File: config.mk
export PLATFORM = sky130hd
export DESIGN_NAME = matmul_scheduler
export DESIGN_NICKNAME = d
export VERILOG_FILES = /design/src/rtl/matmul_scheduler_pkg.sv /design/src/rtl/sched_counter.sv /design/src/rtl/matmul_scheduler.sv
export SDC_FILE = /design/constraint.sdc
export NUM_CORES = 1
export LEC_CHECK = 0
export ABC_AREA = 1
export CAP_MARGIN = 40
export CORE_MARGIN = 2
export CORE_UTILIZATION = 40
export CTS_CLUSTER_SIZE = 30
export DETAILED_ROUTE_END_ITERATION = 8
export HOLD_SLACK_MARGIN = 0.15
export MAX_ROUTING_LAYER = met4
export PLACE_DENSITY = 0.67
export RECOVER_POWER = 50
export SETUP_SLACK_MARGIN = 0.2
export SLEW_MARGIN = 20
export SYNTH_ARGS = -nofsm -noshare
export SYNTH_HDL_FRONTEND = slang
export SYNTH_HIERARCHICAL = 1
export SYNTH_SLANG_ARGS = --single-unit
File: constraint.sdc
create_clock -name clk_i -period 1.95 [get_ports clk_i]
set_input_delay 0.39 -clock clk_i [delete_from_list [all_inputs] [get_ports clk_i]]
set_output_delay 0.39 -clock clk_i [all_outputs]
set_load 0.01 [all_outputs]
File: src/rtl/matmul_scheduler_pkg.sv
// Shared definitions for the matmul scheduler: state encoding, array size
// and the length of the skewed operand feed.
package matmul_scheduler_pkg;

  // Array dimension for the default 64-bit row of 16-bit elements.
  localparam int MAX_DIM = 64 / 16;

  // Feed index width; covers the longest feed (4 + 2*4 - 2 = 10 steps).
  localparam int FEED_W = 4;

  typedef enum logic [2:0] {
    ST_IDLE,
    ST_LOAD,
    ST_FEED,
    ST_DRAIN,
    ST_WRITE,
    ST_DONE
  } state_t;

  // Number of feed steps: K + 2*dim - 2, where K = dim_k + 1.
  // The skew adds dim-1 steps on entry and dim-1 on exit.
  function automatic logic [FEED_W-1:0] feed_len(input logic [1:0] dim_k,
                                                 input int max_dim = MAX_DIM);
    int len;
    len = int'(dim_k) + 1 + 2 * max_dim - 2;
    return FEED_W'(len);
  endfunction

endpackage

File: src/rtl/sched_counter.sv
// Up-counter with synchronous load, enable and terminal flag. It stops at
// the limit instead of wrapping.
module sched_counter #(
  parameter int W = 4
) (
  input  logic         clk_i,
  input  logic         reset_ni,
  input  logic         load_i,
  input  logic [W-1:0] load_val_i,
  input  logic         en_i,
  input  logic [W-1:0] limit_i,
  output logic [W-1:0] count_o,
  output logic         tc_o
);

  // Count register: load wins over enable, and counting stops at the limit.
  always_ff @(posedge clk_i or posedge reset_ni) begin
    if (reset_ni) begin
      count_o <= '0;
    end else if (load_i) begin
      count_o <= load_val_i;
    end else if (en_i && !tc_o) begin
      count_o <= count_o + 1'b1;
    end
  end

  assign tc_o = (count_o == limit_i);

endmodule

File: src/rtl/matmul_scheduler.sv
// Sequencer for a systolic matrix multiply: operand row load, skewed feed,
// drain, scratchpad write-back and completion pulse. Every output is a
// register loaded from the next-state decode.
//
// Control handshake: start_i is a request that is accepted only when the
// block is idle (busy_o low); a start seen while busy is refused with a
// one-cycle err_o. hold_i is a stall: while high in LOAD or FEED nothing
// advances and the row/feed strobes are low for that cycle.
module matmul_scheduler
  import matmul_scheduler_pkg::*;
#(
  parameter  int data_width = 16,
  parameter  int bus_width  = 64,
  localparam int max_dim    = bus_width / data_width,
  localparam int row_w      = $clog2(max_dim)
) (
  input  logic             clk_i,
  input  logic             reset_ni,
  input  logic             start_i,
  input  logic             mode_i,
  input  logic [1:0]       dim_n_i,
  input  logic [1:0]       dim_k_i,
  input  logic [1:0]       dim_m_i,
  input  logic [1:0]       write_target_i,
  input  logic             hold_i,
  output logic             rf_rd_en_o,
  output logic [row_w-1:0] rf_rd_row_o,
  output logic             sa_clear_o,
  output logic             sa_preload_o,
  output logic             feed_valid_o,
  output logic [3:0]       feed_idx_o,
  output logic             sp_we_o,
  output logic [1:0]       sp_target_o,
  output logic             busy_o,
  output logic             done_o,
  output logic             err_o
);

  state_t              state_q, state_d;
  logic [1:0]          dim_k_q;
  logic                row_tc, feed_tc;
  logic [FEED_W-1:0]   feed_lim;
  logic                start_ok, row_en, feed_en, feed_clr;
  logic                rd_en_d, clear_d, preload_d, feed_valid_d;
  logic                we_d, done_d, err_d;

  // N and M only shape the operand rows upstream; the sequence length
  // depends on K alone.
  logic unused_dims;
  assign unused_dims = ^{dim_n_i, dim_m_i};

  assign feed_lim = feed_len(dim_k_q, max_dim) - 1'b1;
  assign start_ok = (state_q == ST_IDLE) && start_i;
  assign row_en   = (state_q == ST_LOAD) && !hold_i;
  assign feed_en  = (state_q == ST_FEED) && !hold_i;
  assign feed_clr = start_ok || (feed_en && feed_tc);

  sched_counter #(.W(row_w)) u_row_cnt (
    .clk_i      (clk_i),
    .reset_ni   (reset_ni),
    .load_i     (start_ok),
    .load_val_i ('0),
    .en_i       (row_en),
    .limit_i    (row_w'(max_dim - 1)),
    .count_o    (rf_rd_row_o),
    .tc_o       (row_tc)
  );

  sched_counter #(.W(FEED_W)) u_feed_cnt (
    .clk_i      (clk_i),
    .reset_ni   (reset_ni),
    .load_i     (feed_clr),
    .load_val_i ('0),
    .en_i       (feed_en),
    .limit_i    (feed_lim),
    .count_o    (feed_idx_o),
    .tc_o       (feed_tc)
  );

  // Next-state and next-output decode; outputs describe the coming cycle.
  always_comb begin
    state_d      = state_q;
    rd_en_d      = 1'b0;
    clear_d      = 1'b0;
    preload_d    = 1'b0;
    feed_valid_d = 1'b0;
    we_d         = 1'b0;
    done_d       = 1'b0;
    err_d        = start_i && (state_q != ST_IDLE);
    unique case (state_q)
      ST_IDLE: begin
        if (start_i) begin
          state_d   = ST_LOAD;
          rd_en_d   = 1'b1;
          clear_d   = !mode_i;
          preload_d = mode_i;
        end
      end
      ST_LOAD: begin
        if (!hold_i) begin
          if (row_tc) begin
            state_d      = ST_FEED;
            feed_valid_d = 1'b1;
          end else begin
            rd_en_d = 1'b1;
          end
        end
      end
      ST_FEED: begin
        if (!hold_i) begin
          if (feed_tc) begin
            state_d = ST_DRAIN;
          end else begin
            feed_valid_d = 1'b1;
          end
        end
      end
      ST_DRAIN: begin
        state_d = ST_WRITE;
        we_d    = 1'b1;
      end
      ST_WRITE: begin
        state_d = ST_DONE;
        done_d  = 1'b1;
      end
      ST_DONE:  state_d = ST_IDLE;
      default:  state_d = ST_IDLE;
    endcase
  end

  // State, operand latches and registered outputs.
  always_ff @(posedge clk_i or posedge reset_ni) begin
    if (reset_ni) begin
      state_q      <= ST_IDLE;
      dim_k_q      <= '0;
      sp_target_o  <= '0;
      rf_rd_en_o   <= 1'b0;
      sa_clear_o   <= 1'b0;
      sa_preload_o <= 1'b0;
      feed_valid_o <= 1'b0;
      sp_we_o      <= 1'b0;
      busy_o       <= 1'b0;
      done_o       <= 1'b0;
      err_o        <= 1'b0;
    end else begin
      state_q      <= state_d;
      if (start_ok) begin
        dim_k_q     <= dim_k_i;
        sp_target_o <= write_target_i;
      end
      rf_rd_en_o   <= rd_en_d;
      sa_clear_o   <= clear_d;
      sa_preload_o <= preload_d;
      feed_valid_o <= feed_valid_d;
      sp_we_o      <= we_d;
      busy_o       <= (state_d != ST_IDLE);
      done_o       <= done_d;
      err_o        <= err_d;
    end
  end

endmodule

Word level (Yosys, flattened, before mapping)
Index checks and enable logic that the tools add are counted.
{"block": "totals", "output_inout_bits": 16, "register_bits": 21, "inputBits": 13, "elab_cells": 67}
{"block": "op_classes", "add_sub_neg": 6, "n_reduce_logical": 17, "n_mux": 25, "eq_ne": 6}
{"op": "$mux 3", "count": 5}
{"op": "$pmux 3 s5", "count": 1}
{"op": "$mux 1", "count": 13}
{"op": "$mux 4", "count": 2}
{"op": "$logic_and 1x1->1", "count": 7}
{"op": "$eq 3x2->1 const B", "count": 2}
{"op": "$reduce_bool 3->1", "count": 2}
{"op": "$add 3x4->4 const B", "count": 1}
{"op": "$add 4x1->4 const B", "count": 1}
{"op": "$eq 4x4->1", "count": 1}
{"op": "$logic_not 1->1", "count": 4}
{"op": "$mux 2", "count": 2}
{"op": "$pmux 1 s2", "count": 2}
{"op": "$reduce_bool 2->1", "count": 2}
{"op": "$sub 4x1->4 const B", "count": 1}
{"op": "$sub 4x2->4 const B", "count": 1}
{"op": "$add 2x1->3 const B", "count": 1}
{"op": "$eq 3x1->1 const B", "count": 1}
{"op": "$eq 3x3->1 const B", "count": 1}
{"op": "$logic_not 3->1", "count": 1}
{"op": "$add 2x1->2 const B", "count": 1}
{"op": "$eq 2x2->1 const B", "count": 1}
{"op": "$logic_or 1x1->1", "count": 1}

Depth between registers and ports, before layout
Gate-level depths: netlist of the first run.
{"block": "depth", "word_depth": 9, "depth_mapped": 16, "ltp_nobuf": 16}

By module
The synthesis of the first run kept the hierarchy.
{"mod": "matmul_scheduler", "seq_area_each_um2": 375.4, "area_per_inst_um2": 625.6, "cells_each": 71, "instances": 1}
{"mod": "sched_counter at u_feed_cnt", "seq_area_each_um2": 100.1, "area_per_inst_um2": 360.3, "cells_each": 61, "instances": 1}
{"mod": "sched_counter at u_row_cnt", "seq_area_each_um2": 50.0, "area_per_inst_um2": 171.4, "cells_each": 31, "instances": 1}

Least setup slack after synthesis of the first run
OpenSTA, ideal clock, no wires.
{"block": "synth_timing", "kind": "register to register", "start": "register dim_k_q[1]", "end": "register u_feed_cnt.count_o[3]", "stages_incl_launch_ff": 17, "setup_time_ps": 117, "t_required_ps": 1833, "arrival_ps": 1557, "period_less_slack_ps": 1673, "setup_slack_ps": 277, "n_path_buf": 0, "path_cell_list": "dfrtp_1 inv_1 inv_1 nand2_1 nand2_1 nor2_2 nand2_2 inv_1 inv_1 o21bai_1 nand2_1 nand2_2 clkinv_2 o21ai_0 o21ai_1 nand2_1 nand2_1"}
{"block": "synth_between", "elab_chain_len": 8, "word_cells_on_any_way": 11, "cone_classes": "add/sub (4); eq/ne (1); mux (1); reduce/logical (5)"}
{"element": "start: declaration", "line_no": "matmul_scheduler.sv:40", "text": "logic [1:0] dim_k_q;"}
{"element": "start signal: assignment", "line_no": "matmul_scheduler.sv:148", "text": "dim_k_q <= dim_k_i;"}
{"element": "$add 2x1->3 (*)", "line_no": "matmul_scheduler_pkg.sv:25", "text": "len = int'(dim_k) + 1 + 2 * max_dim - 2;"}
{"element": "$add 3x4->4 (*)", "line_no": "matmul_scheduler_pkg.sv:25"}
{"element": "$sub 4x2->4 (*)", "line_no": "matmul_scheduler_pkg.sv:25"}
{"element": "$sub 4x1->4 (*)", "line_no": "matmul_scheduler.sv:52", "text": "assign feed_lim = feed_len(dim_k_q, max_dim) - 1'b1;"}
{"element": "net feed_lim[1]", "line_no": "matmul_scheduler.sv:42", "text": "logic [FEED_W-1:0] feed_lim;"}
{"element": "$eq 4x4->1 (*)", "line_no": "sched_counter.sv:27", "text": "assign tc_o = (count_o == limit_i);"}
{"element": "net feed_tc", "line_no": "matmul_scheduler.sv:41", "text": "logic row_tc, feed_tc;"}
{"element": "$logic_and 1x1->1 (*)", "line_no": "matmul_scheduler.sv:56", "text": "assign feed_clr = start_ok || (feed_en && feed_tc);"}
{"element": "$logic_or 1x1->1 (*)", "line_no": "matmul_scheduler.sv:56"}
{"element": "net feed_clr", "line_no": "matmul_scheduler.sv:43", "text": "logic start_ok, row_en, feed_en, feed_clr;"}
{"element": "$mux 4 or $reduce_bool 2->1 (tied branches)"}
{"element": "end signal: assignment", "line_no": "sched_counter.sv:21", "text": "count_o <= load_val_i;"}
{"element": "end signal: assignment", "line_no": "sched_counter.sv:23", "text": "count_o <= count_o + 1'b1;"}
{"element": "end: declaration", "line_no": "sched_counter.sv:12", "text": "output logic [W-1:0] count_o,"}
Mark *: on every way through the listed nets, which the timed path passes. The rest lies on a longest branch.
A chain may end at the register's enable or synchronous reset.

Worst setup path in the final report of the first run
{"block": "layout_timing", "start": "register state_q[0]", "end": "register u_feed_cnt.count_o[3]"}
{"block": "layout_between", "elab_chain_len": 5, "word_cells_on_any_way": 9, "cone_classes": "eq/ne (1); mux (1); reduce/logical (7)"}
{"element": "start: declaration", "line_no": "matmul_scheduler.sv:39", "text": "state_t state_q, state_d;"}
{"element": "start signal: assignment", "line_no": "matmul_scheduler.sv:146", "text": "state_q <= state_d;"}
{"element": "$eq 3x2->1", "line_no": "matmul_scheduler.sv:55", "text": "assign feed_en = (state_q == ST_FEED) && !hold_i;"}
{"element": "$logic_and 1x1->1", "line_no": "matmul_scheduler.sv:55"}
{"element": "$logic_and 1x1->1", "line_no": "matmul_scheduler.sv:56"}
{"element": "$logic_or 1x1->1 (*)", "line_no": "matmul_scheduler.sv:56"}
{"element": "net feed_clr", "line_no": "matmul_scheduler.sv:43"}
{"element": "$mux 4 or $reduce_bool 2->1 (tied branches)"}
Marked as above.

==> impl_metrics.csv, run 1 <==
group,metric,value,unit
status,status,"finished, final reports clean",
timing,setup_ws,239,ps
global_route,grt_pass1_wl,4010,um
timing,fin_crit,1710,ps
worst_setup_path,r2r_slack,240,ps
worst_setup_path,critical_path.startpoint_type,"flip-flop",
clocking,cts_tree,"built",
worst_setup_path,critPathSlowestCell,"dfrtp_1",
worst_setup_path,critPathMaxStageDelay,470,ps
pwr,vdd_drop_max,0.817,mV
routing,routed_wl,2290,um
worst_setup_path,critPathBufInv,1,
place,hpwlAfterDp,1770,um
synthesis,ys_ff_latch,21,
worst_setup_path,critPathMaxFanout,8,
routing,route.detailed.drc,0,
timing,holdWs,406,ps
synthesis,synth_edf_count,0,
layout,final_common_cell,"nand2_1",
global_route,grt_max_degree,16,
layout,drive_gt1_share,18.8,%
timing,rsz0062_at_grt,"yes",
global_route,first_global_vias,985,
synthesis,ys_seq_area_share,45.4,%
place,place_congestion,0.827,
clocking,clock_latency,310,ps
worst_setup_path,critical_path_arrival,1920,ps
timing,final-max-slew-violation-count,0,
worst_setup_path,path_cells,"nor2_1, nand3_1, nand2_2, inv_4, o21ai_0, o21ai_1, nand2_1, nand2_1",
layout,finish.instance_area,1550,um^2
pwr,powerDensity,1500,nW/um^2
synthesis,syn_area_per_cell,7.10,um^2
worst_setup_path,reg2reg_depth,8,
layout,post-route-util,56.3,%
flow_run,max-cap-violations,0,
clocking,path_clk_slew,130,ps
floorplan,fp-row-count,19,
layout,fin_cells,238,
pwr,leakagePower,0.887,nW
clocking,htreeDepth,1,
worst_setup_path,worst_ep_required_time,2150,ps
timing,setup_viol,0,
synthesis,syn_inst,163,
floorplan,ios,29,
synthesis,synth_warnings,6,
worst_setup_path,crit_type,"reg -> reg",
place,dp.cells,227,
floorplan,core-area,2760,um^2
routing,wl_per_cell,9.63,um
floorplan,start_util,42.0,%
routing,route.vias.total,1063,
worst_setup_path,cp_common_cell,"nand2_1",
routing,route.antenna.remaining_nets,0,
worst_setup_path,r2r-start,"state_q[0]$_DFF_PP0_",
timing,fmax,585,MHz
layout,final_cell_mix,"nand2_1, inv_1, clkdlybuf4s50_1",
global_route,grt.total_usage,15.7,%
clocking,cts_sinks,21,
floorplan,dieHeight,57.8,um
timing,fin_crit_sh,87.7,%
layout,nets,222,
global_route,antenna_found_initial,0,
synthesis,dominantRegCellSynth,"dfrtp_1",
floorplan,die_w,57.8,um
timing,fin_worst_skew,10.4,ps
worst_setup_path,crit-reg2reg-capture,"u_feed_cnt/count_o[3]$_DFFE_PP0P_",
place,place_area,1470,um^2
place,pre_cts_slack,172,ps
global_route,overflow,0,
synthesis,synthDistinctLibCells,20,
worst_setup_path,cp-end-kind,"flip-flop",
clocking,cts_buffers,3,
place,port_buffers,24,
synthesis,async_flop_share,100,%
layout,diodes,0,
timing,slew_headroom,62.3,%
synthesis,syn_area,1160,um^2
layout,final.fill_count,250,
routing,firstDrtPassIters,4,
layout,syn_to_final_growth,34.2,%
worst_setup_path,crit_family,"simple AND/OR/NAND/NOR gates",
routing,drt-initial-drc-count,34,
clocking,clockBufferDepth,2,
floorplan,fp.dieArea,3340,um^2
clocking,root_buffer,"clkbuf_4",
worst_hold_path,hold_class,"in -> async",
timing,worst_slew_pin_slew,564,ps
timing,setup_tns,0,ps
timing,hold_violations,0,
routing,drt-vias-per-instance,4.47,
pwr,power,2.33,mW
cell families (layout without fill, tap and decap cells):
| logic type | after synthesis | count (layout) | synth area share [%] |
|---|---|---|---|
| buf+inv | 33 | 69 | 11.0 |
| simple gates | 98 | 98 | 38.2 |
| other cells | 2 | 10 | 0.649 |
| compound gates | 8 | 8 | 3.67 |
| fa+ha+maj | 1 | 1 | 1.08 |
| flops | 21 | 21 | 45.4 |
repair_timing:
item                                    CTS  global route
resized for setup                         3            11
buffers inserted                          1             6
gates cloned                              0             0
hold buffers                              0             0
pin swaps                                 0             3
endpoints found under the setup margin    6             7
final cells by class:
type	instances	area [um^2]	area share, %
timing repair buffer	32	304	19.6
sequential	21	532	34.2
multi-input combinational	117	519	33.4
clock inverter	1	7.51	0.483
tap	31	38.8	2.50
clock buffer	3	22.5	1.45
inverter	33	129	8.30
cells in the mapped netlist (2+ instances only):
library cell	n	area share, %
conb_1	2	0.65
o21ai_0	3	1.3
nor2_1	7	2.3
o21ai_1	3	1.3
dfrtp_1	21	45
nand3_1	12	5.2
nand2_1	66	21
nand2_4	2	1.9
inv_1	27	8.8
nor2_2	3	1.6
inv_2	4	1.3
nand2_2	5	2.7
power by group:
part / switching [mW] / internal [mW]
combinational: 0.697 / 0.630
clock: 0.137 / 0.0781
sequential: 0.164 / 0.622
layer usage:
metal | part of all wire [%] | up-vias | global-route usage (%) | wire, um
met2 | 51 | 27 | 26.9 | 1170
met3 | 3.8 | 2 | 2.68 | 88
met5 | 0 | - | - | 0
met4 | 1.2 | 0 | 5.98 | 27
li1 | - | 558 | - | -
met1 | 44 | 476 | 18.3 | 1010
registers in the layout, indices dropped and copies added (netlist names):
signal and cells:
sa_clear_o 1, state_q 3, busy_o 1, rf_rd_en_o 1
sp_we_o 1, done_o 1, feed_valid_o 1, sp_target_o 2
sa_preload_o 1, err_o 1, dim_k_q 2, u_feed_cnt/count_o 4
u_row_cnt/count_o 2
how the worst max path moves through the flow:
stage,to,start,cells after the start,slack (ps)
3_5_place_dp,u_feed_cnt/count_o[3]$_DFFE_PP0P_,dim_k_q[1]$_DFFE_PP0P_,16,170
3_3_place_gp,u_feed_cnt/count_o[3]$_DFFE_PP0P_,dim_k_q[1]$_DFFE_PP0P_,16,250
6_report,u_feed_cnt/count_o[3]$_DFFE_PP0P_,state_q[0]$_DFF_PP0_,8,240
4_1_cts,u_feed_cnt/count_o[3]$_DFFE_PP0P_,dim_k_q[1]$_DFFE_PP0P_,16,200
2_1_floorplan,u_feed_cnt/count_o[3]$_DFFE_PP0P_,dim_k_q[1]$_DFFE_PP0P_,16,280
5_1_grt,u_feed_cnt/count_o[2]$_DFFE_PP0P_,state_q[0]$_DFF_PP0_,8,90
No activity file was read; power rests on OpenSTA's default activity.
==> inputs of run 2 (changes only) <==
- CORE_UTILIZATION: 40 -> 48
- HOLD_SLACK_MARGIN: 0.15 -> 0.03
- PLACE_DENSITY: 0.67 -> 0.78
==> run 2 against run 1 <==
Non-clock buffer count fell by 3. Combinational power barely moved. Hold slack worse by 2.0 ps. Sequential cell count unchanged. Count of clock-buffer cells in the layout up 1. Maximum frequency rose by 0.15%. Final area is the same. Sequential share of layout area fell by 0.081 points. Register-to-register slack about the same. Global-route usage up 5.6 points. Critical path depth is 7 higher. Sequential power hardly changed. Critical path type unchanged.
==> impl_metrics.csv, run 2 (same netlist as run 1, synthesis figures left out) <==
group,metric,value,unit
timing,rsz0062_at_grt,"yes",
layout,largest_registers,"u_feed_cnt/count_o x4, state_q x3",
layout,largest_register_ffs,4,
floorplan,fp.dieArea,2820,um^2
timing,worst_slew_pin_slew,589,ps
place,dp.cells,225,
floorplan,die_w,53.1,um
layout,nets,219,
global_route,grt_use_met3,4.52,%
clocking,clockBufferDepth,2,
floorplan,fp-row-count,17,
layout,regMostFlops,"u_feed_cnt/count_o",
clocking,htreeDepth,1,
global_route,grt_pass1_wl,4110,um
place,place_congestion,0.821,
routing,route.antenna.remaining_nets,0,
clocking,cts_sinks,21,
pwr,powerDensity,1500,nW/um^2
layout,fin_cells,232,
global_route,grtUsageMet2,37.9,%
worst_setup_path,critical_path.startpoint_type,"flip-flop",
clocking,root_buffer,"clkbuf_4",
worst_setup_path,worst_ep_required_time,2150,ps
timing,hold_violations,0,
status,status,"finished, final reports clean",
place,place_area,1480,um^2
place,port_buffers,24,
timing,fin_crit_sh,87.6,%
timing,fin_crit,1710,ps
global_route,overflow,0,
worst_setup_path,critPathMaxFanout,7,
layout,finish.instance_area,1550,um^2
floorplan,core-area,2250,um^2
worst_setup_path,critPathMaxStageDelay,430,ps
global_route,first_global_vias,1010,
pwr,power,2.34,mW
place,pre_cts_slack,192,ps
worst_hold_path,hold_class,"in -> async",
clocking,path_clk_slew,120,ps
layout,final_common_cell,"nand2_1",
routing,drt-vias-per-instance,4.58,
routing,route.vias.total,1062,
routing,firstDrtPassIters,4,
clocking,cts_buffers,3,
worst_setup_path,critPathSlowestCell,"dfrtp_1",
worst_setup_path,cp-end-kind,"flip-flop",
timing,setup_ws,242,ps
worst_setup_path,cp_common_cell,"nand2_1",
worst_setup_path,critical_path_arrival,1910,ps
worst_setup_path,path_cells,"inv_2, inv_1, nand2_1, nand2_1, nor2_2, nand2_2, inv_2, inv_1, o21bai_1, nand2_1, nand2_2, clkinv_4, buf_12, nand3_1, nand2_1",
floorplan,ios,29,
layout,drive_gt1_share,15.7,%
floorplan,start_util,51.3,%
global_route,antenna_found_initial,0,
timing,slew_headroom,60.7,%
routing,routed_wl,2400,um
timing,fmax,585,MHz
timing,setup_viol,0,
flow_run,max-cap-violations,0,
floorplan,dieHeight,53.1,um
timing,final-max-slew-violation-count,0,
worst_setup_path,crit_family,"simple AND/OR/NAND/NOR gates",
timing,fin_worst_skew,4.41,ps
worst_setup_path,crit_type,"reg -> reg",
place,hpwlAfterDp,1880,um
layout,final_cell_mix,"nand2_1, inv_1, clkdlybuf4s50_1",
global_route,grtUsageMet1,22.1,%
global_route,grt.total_usage,21.3,%
clocking,clock_latency,300,ps
routing,route.detailed.drc,0,
layout,syn_to_final_growth,34.2,%
routing,drt-initial-drc-count,18,
worst_setup_path,critPathBufInv,6,
global_route,grt_max_degree,16,
global_route,grt_busiest_layer,"met2",
layout,diodes,0,
clocking,cts_tree,"built",
pwr,vdd_drop_max,0.858,mV
routing,wl_per_cell,10.3,um
pwr,leakagePower,0.877,nW
clocking,ctsHoldBuffers,0,
timing,setup_tns,0,ps
## run 2: changes by cell type in the layout (fill, tap and decap cells not counted), sizes merged
cell,change
inv,-2
clkinv,+1
buf,-4
clkbuf,+2
## run 2: final cells by class
cell class,count,area [um^2]
Tap cell,28,35.0
Inverter,33,130
Clock buffer,4,26.3
Timing Repair Buffer,29,287
Fill cell,201,702
Multi-Input combinational cell,117,544
Sequential cell,21,531
## run 2: through the flow
stage | util (%) | hold slack (ps)
detailed placement | 65.5 | 464
CTS | 67.0 | 269
finish | 68.9 | 404
global route | 68.9 | 400
floorplan | - | 131
global placement | 65.5 | 462
## run 2: power breakdown
| part | internal [mW] | switching, mW | total, mW |
|---|---|---|---|
| registers | 0.620 | 0.166 | 0.787 |
| clock network | 0.0797 | 0.131 | 0.210 |
| logic | 0.623 | 0.716 | 1.34 |
| total | 1.32 | 1.01 | 2.34 |
## run 2: timing repair
| action | 4_1_cts | 5_1_grt |
|---|---|---|
| endpoints found under the setup margin | 5 | 8 |
| gates cloned | 0 | 0 |
| pin swaps | 0 | 2 |
| setup buffers | 0 | 3 |
| gates resized for setup | 3 | 8 |
## run 2: worst register-to-register path, cell delays in order (launching register included)
cell      delay (ps)
dfrtp_1          430
inv_2            100
inv_1             40
nand2_1           40
nand2_1           50
nor2_2           110
nand2_2           80
inv_2             60
inv_1             30
o21bai_1         110
nand2_1           80
nand2_2          110
clkinv_4         100
buf_12           140
nand3_1           70
nand2_1           60
## run 2: final timing paths
check	start	end	slack (ps)	cells past startpoint
setup / recovery	dim_k_q[1]$_DFFE_PP0P_	u_feed_cnt/count_o[0]$_DFFE_PP0P_	240	15
hold / removal	reset_ni	u_row_cnt/count_o[0]$_DFFE_PP0P_	400	2
setup reg to reg	dim_k_q[1]$_DFFE_PP0P_	u_feed_cnt/count_o[0]$_DFFE_PP0P_	240	15
hold reg to reg	sp_target_o[0]$_DFFE_PP0P_	sp_target_o[0]$_DFFE_PP0P_	490	2
max in group asynchronous	reset_ni	sp_target_o[0]$_DFFE_PP0P_	940	2
min in group clk_i	sp_target_o[0]$_DFFE_PP0P_	sp_target_o[0]$_DFFE_PP0P_	490	2
## run 2: metal layers
layer / part of all wire [%] / wire length [um] / vias to the layer above
met5: 0 / 0 / -
met2: 53 / 1280 / 14
met3: 2.9 / 69 / 2
met4: 0.67 / 16 / 0
li1: - / - / 555
met1: 43 / 1030 / 491
==> patch 1 (settings of run 1) <==
`bus_width`: 64 -> 128.
--- a/src/rtl/matmul_scheduler.sv
+++ b/src/rtl/matmul_scheduler.sv
@@ -10,7 +10,7 @@
   import matmul_scheduler_pkg::*;
 #(
   parameter  int data_width = 16,
-  parameter  int bus_width  = 64,
+  parameter  int bus_width  = 128,
   localparam int max_dim    = bus_width / data_width,
   localparam int row_w      = $clog2(max_dim)
 ) (
Interface: changed (resized rf_rd_row_o); port bits go from 29 to 30. The function was not compared with the original's and may differ.
==> patch 1 against run 1 <==
Synthesized area is 9.7% higher; sequential power hardly changed; fmax is 3.4% lower; worst hold slack better by 0.020 ns; setup slack lost 0.061 ns; sequential cell count is 1 higher; routed wire length up 15%; design area grew 13%; core utilization is 1.6 points higher; total power grew 5.4%; critical path type unchanged; largest cell class is now multi-input gates; highest routed layer unchanged.
==> patch 1: results (changes against run 1) <==
| Metric | Value |
|---|---|
| Max FO, Critical Path | 7 (was 8) |
| Synth top cells by count | nand2_1 (64), inv_1 (27), dfrtp_1 (22) (was nand2_1 (66), inv_1 (27), dfrtp_1 (21)) |
| Reg2reg setup slack | 0.18 ns (was 0.24 ns) |
| R2r endpoint | u_feed_cnt/count_o[1] (was u_feed_cnt/count_o[3]) |
| Number of DRC markers in iteration 0 | 41 (was 34) |
| Synth unique cells | 26 (was 20) |
| Clock network fraction of design power | 0.101 (was 0.092) |
| Outcome | finished, final reports clean (unchanged) |
| Int Pwr | 1418 uW (was 1330 uW) |
| Worst reg2reg path depth | 16 (was 8) |
| Sequential area share after synthesis | 0.4335 (was 0.4541) |
| Normalized max-slew margin | 0.6031 (was 0.6235) |
| Routability cong. | 0.7470 (was 0.8268) |
| Pwr Total | 2453 uW (was 2328 uW) |
| LEAKAGE | 0.0009708 uW (was 0.0008866 uW) |
| Overall Global Routing Usage | 0.1605 (was 0.1572) |
| Final Non-Filler Cells | 259 (was 238) |
| Via count | 1129 (was 1063) |
| Synthesized area per cell | 7.470 um^2 (was 7.100 um^2) |
| I/O Buffers | 25 (was 24) |
| Worst VDD drop | 0.0005475 V (was 0.0008173 V) |
| WHS | 0.4258 ns (was 0.4060 ns) |
| Biggest regs | u_feed_cnt/count_o x4, state_q x3, u_row_cnt/count_o x3 (was u_feed_cnt/count_o x4, state_q x3) |
| RR Startpoint | dim_k_q[1] (was state_q[0]) |
| Critical path arrival | 2.02 ns (was 1.92 ns) |
| Top cells by area, synth | dfrtp_1 (43%), nand2_1 (19%), inv_1 (8.0%) (was dfrtp_1 (45%), nand2_1 (21%), inv_1 (8.8%)) |
-- patch 1: final cells by class --
class                      instances  area (um^2)  share of cell area
clock buffer                       4        36.28             0.02068
inverter                          33        151.4             0.08631
multi-input combinational        124        631.9              0.3602
sequential                        22        555.5              0.3167
tap                               44        55.05             0.03138
timing repair buffer              32        324.1              0.1847
-- patch 1: worst max path at each step --
stage	startpoint	end	slack (ns)	cells after the start
2_1_floorplan	dim_k_q[1]	u_feed_cnt/count_o[3]	0.21	16
3_3_place_gp	dim_k_q[1]	u_feed_cnt/count_o[3]	0.14	16
3_5_place_dp	dim_k_q[1]	u_feed_cnt/count_o[3]	0.09	16
4_1_cts	dim_k_q[1]	u_feed_cnt/count_o[3]	0.20	16
5_1_grt	dim_k_q[1]	u_feed_cnt/count_o[2]	0.07	15
6_report	dim_k_q[1]	u_feed_cnt/count_o[1]	0.18	16
-- patch 1: cells by family (layout without fill, tap and decap cells) --
logic type                 count (synthesis)  in the layout  share of synthesized area
and+or+nand+nor                           98             98                     0.3567
buffers and inverters                     34             69                     0.1241
DFF                                       22             22                     0.4335
AOI/OAI and AO/OA                         10             10                    0.04631
adders and majority gates                  2              2                    0.01970
other                                      2             12                   0.005914
xor gates and xnor gates                   2              2                    0.01380
-- patch 1: repair_timing --
| item | CTS | global route |
|---|---|---|
| gates resized for setup | 4 | 22 |
| pin swaps | 1 | 6 |
| endpoints found under the setup margin | 6 | 9 |
| buffers inserted | 1 | 3 |
-- patch 1: layer usage --
| metal | GRT usage | routed length (um) | up-vias |
|---|---|---|---|
| met1 | 0.2062 | 1176 | 514 |
| met2 | 0.2593 | 1337 | 26 |
| met4 | 0.06667 | 38 | 0 |
| met5 | - | 0 | - |
| li1 | - | - | 585 |
| met3 | 0.01493 | 89 | 4 |
==> patch 2 (config.mk and constraints of run 1) <==
Made on the original files. Put a register stage on the output `rf_rd_row_o`, with the module's reset. The value now appears one clock later. The other outputs are not delayed to match.
--- a/src/rtl/matmul_scheduler.sv
+++ b/src/rtl/matmul_scheduler.sv
@@ -36,6 +36,8 @@
   output logic             err_o
 );
 
+  logic [row_w-1:0] rf_rd_row_d;
+
   state_t              state_q, state_d;
   logic [1:0]          dim_k_q;
   logic                row_tc, feed_tc;
@@ -62,7 +64,7 @@
     .load_val_i ('0),
     .en_i       (row_en),
     .limit_i    (row_w'(max_dim - 1)),
-    .count_o    (rf_rd_row_o),
+    .count_o    (rf_rd_row_d),
     .tc_o       (row_tc)
   );
 
@@ -159,5 +161,13 @@
     end
   end
 
+  always_ff @(posedge clk_i or posedge reset_ni) begin
+    if (reset_ni) begin
+      rf_rd_row_o <= '0;
+    end else begin
+      rf_rd_row_o <= rf_rd_row_d;
+    end
+  end
+
 endmodule
 
Function: changed (Yosys sat finds a counterexample within 4 cycles, from zero or initial values and one cycle with reset_ni high).
==> patch 2 against run 1 <==
Combinational power is 5% higher; routed wire length is 8.5% higher; design area is 4.5% higher; sequential cell count is 2 higher; highest routed layer unchanged; synthesized area is 4.1% higher; the run now ends with design-rule violations left; worst hold slack better by 0.0058 ns; total power is 4.7% higher; synthesized cell count is 0.61% higher; critical path type unchanged; setup slack worse by 0.020 ns.
==> patch 2: results (changes against run 1) <==
| Metric | Value |
|---|---|
| Pre-CTS setup slack | 0.1097 ns (was 0.1718 ns) |
| Int Pwr | 1392 uW (was 1330 uW) |
| Top cells by area, synth | dfrtp_1 (48%), nand2_1 (19%), inv_1 (8.1%) (was dfrtp_1 (45%), nand2_1 (21%), inv_1 (8.8%)) |
| Share of post-route cells with drive strength above 1 | 0.1818 (was 0.1884) |
| LEAKAGE | 0.0009289 uW (was 0.0008866 uW) |
| Routed WL | 2.486 mm (was 2.292 mm) |
| Worst reg2reg path depth | 14 (was 8) |
| Max FO, Critical Path | 7 (was 8) |
| Outcome | finished, violations left (was finished, final reports clean) |
| WHS | 0.4118 ns (was 0.4060 ns) |
| Avg Vias per Cell | 4.521 (was 4.466) |
| Failing checks | design-rule violations |
| First-pass GRT wire length | 4.319 mm (was 4.008 mm) |
| Nets | 224 (was 222) |
| F_max | 0.5777 GHz (was 0.5845 GHz) |
| Sequential area share after synthesis | 0.4777 (was 0.4541) |
| Clock Skew | 0.005574 ns (was 0.01041 ns) |
| Vias in the first global route | 1085 (was 985) |
| RR Startpoint | u_feed_cnt/count_o[3] (was state_q[0]) |
| Filler cells | 262 (was 250) |
| # DRC | 2 (was 0) |
| HPWL after DPL | 1.900 mm (was 1.774 mm) |
| Synth top cells by count | nand2_1 (62), inv_1 (26), dfrtp_1 (23) (was nand2_1 (66), inv_1 (27), dfrtp_1 (21)) |
| Cell Area, Placed | 1544 um^2 (was 1474 um^2) |
| Number of DRC markers in iteration 0 | 57 (was 34) |
| Reg clk slew, reported paths | 0.13 ns (about the same) |
| Routability cong. | 0.8727 (was 0.8268) |
| Reg2reg setup slack | 0.22 ns (was 0.24 ns) |
==> patch 2: worst max-delay path by stage <==
stage,from,to
2_1_floorplan,dim_k_q[1],u_feed_cnt/count_o[3]
3_3_place_gp,dim_k_q[1],u_feed_cnt/count_o[3]
3_5_place_dp,dim_k_q[1],u_feed_cnt/count_o[3]
4_1_cts,dim_k_q[1],u_feed_cnt/count_o[3]
5_1_grt,dim_k_q[1],u_feed_cnt/count_o[3]
6_report,u_feed_cnt/count_o[3],u_feed_cnt/count_o[3]
==> patch 2: critical path, stage by stage, from the launching register on <==
cell and delay [ns]:
dfrtp_1 0.42, inv_1 0.11, nand2_1 0.07, nand2_1 0.06
nor2_2 0.11, nand2_2 0.08, inv_2 0.06, inv_2 0.03
o21bai_1 0.14, nand2_1 0.10, nand2_2 0.11, clkinv_4 0.11
buf_6 0.13, nand3_1 0.07, nand2_1 0.05
==> patch 2: cell type report <==
type	instances	area, um^2	area share
Clock inverter	1	5.005	0.003084
Multi-Input combinational cell	116	533.0	0.3284
Tap cell	31	38.79	0.02390
Sequential cell	23	576.8	0.3554
Timing Repair Buffer	33	312.8	0.1928
Inverter	33	133.9	0.08250
Clock buffer	3	22.52	0.01388
==> patch 2: cell families after synthesis <==
family / Yosys count / share of synthesized area
buffers and inverters: 33 / 0.1080
DFF: 23 / 0.4777
other: 2 / 0.006233
and+or+nand+nor: 96 / 0.3531
AOI/OAI and AO/OA: 9 / 0.04465
adders and majority gates: 1 / 0.01038
==> patch 2: per-stage QoR <==
stage / util / cells / total power, uW
finish: 0.5785 / 240 / 2438
CTS: 0.5674 / 237 / 2390
detailed placement: 0.5504 / 231 / 2128
global placement: 0.5504 / 231 / 2075
global route: 0.5785 / 240 / 2673
floorplan: - / 172 / 1637
==> patch 2: routing by layer <==
layer  part of all wire  vias to the layer above  global-route usage  wire length, um
li1                   -                      567                   -                -
met1               0.45                      484              0.1941             1129
met3              0.044                        4             0.01978              110
met2               0.49                       30              0.2952             1206
met4              0.016                        0             0.06818               40
met5                  0                        -                   -                0
==> patch 2: power by group through the flow <==
stage	combinational, uW	sequential (uW)	clock, uW
6_report	1400	806	230
5_1_grt	1580	835	255
4_1_cts	1350	809	231
3_5_place_dp	1310	820	0
3_3_place_gp	1260	813	0
2_1_floorplan	760	877	0
==> patch 2: what timing repair did <==
action,4_1_cts,5_1_grt
buffers inserted,2,3
resized for setup,4,12
pin swaps,1,11
endpoints found under the setup margin,6,6
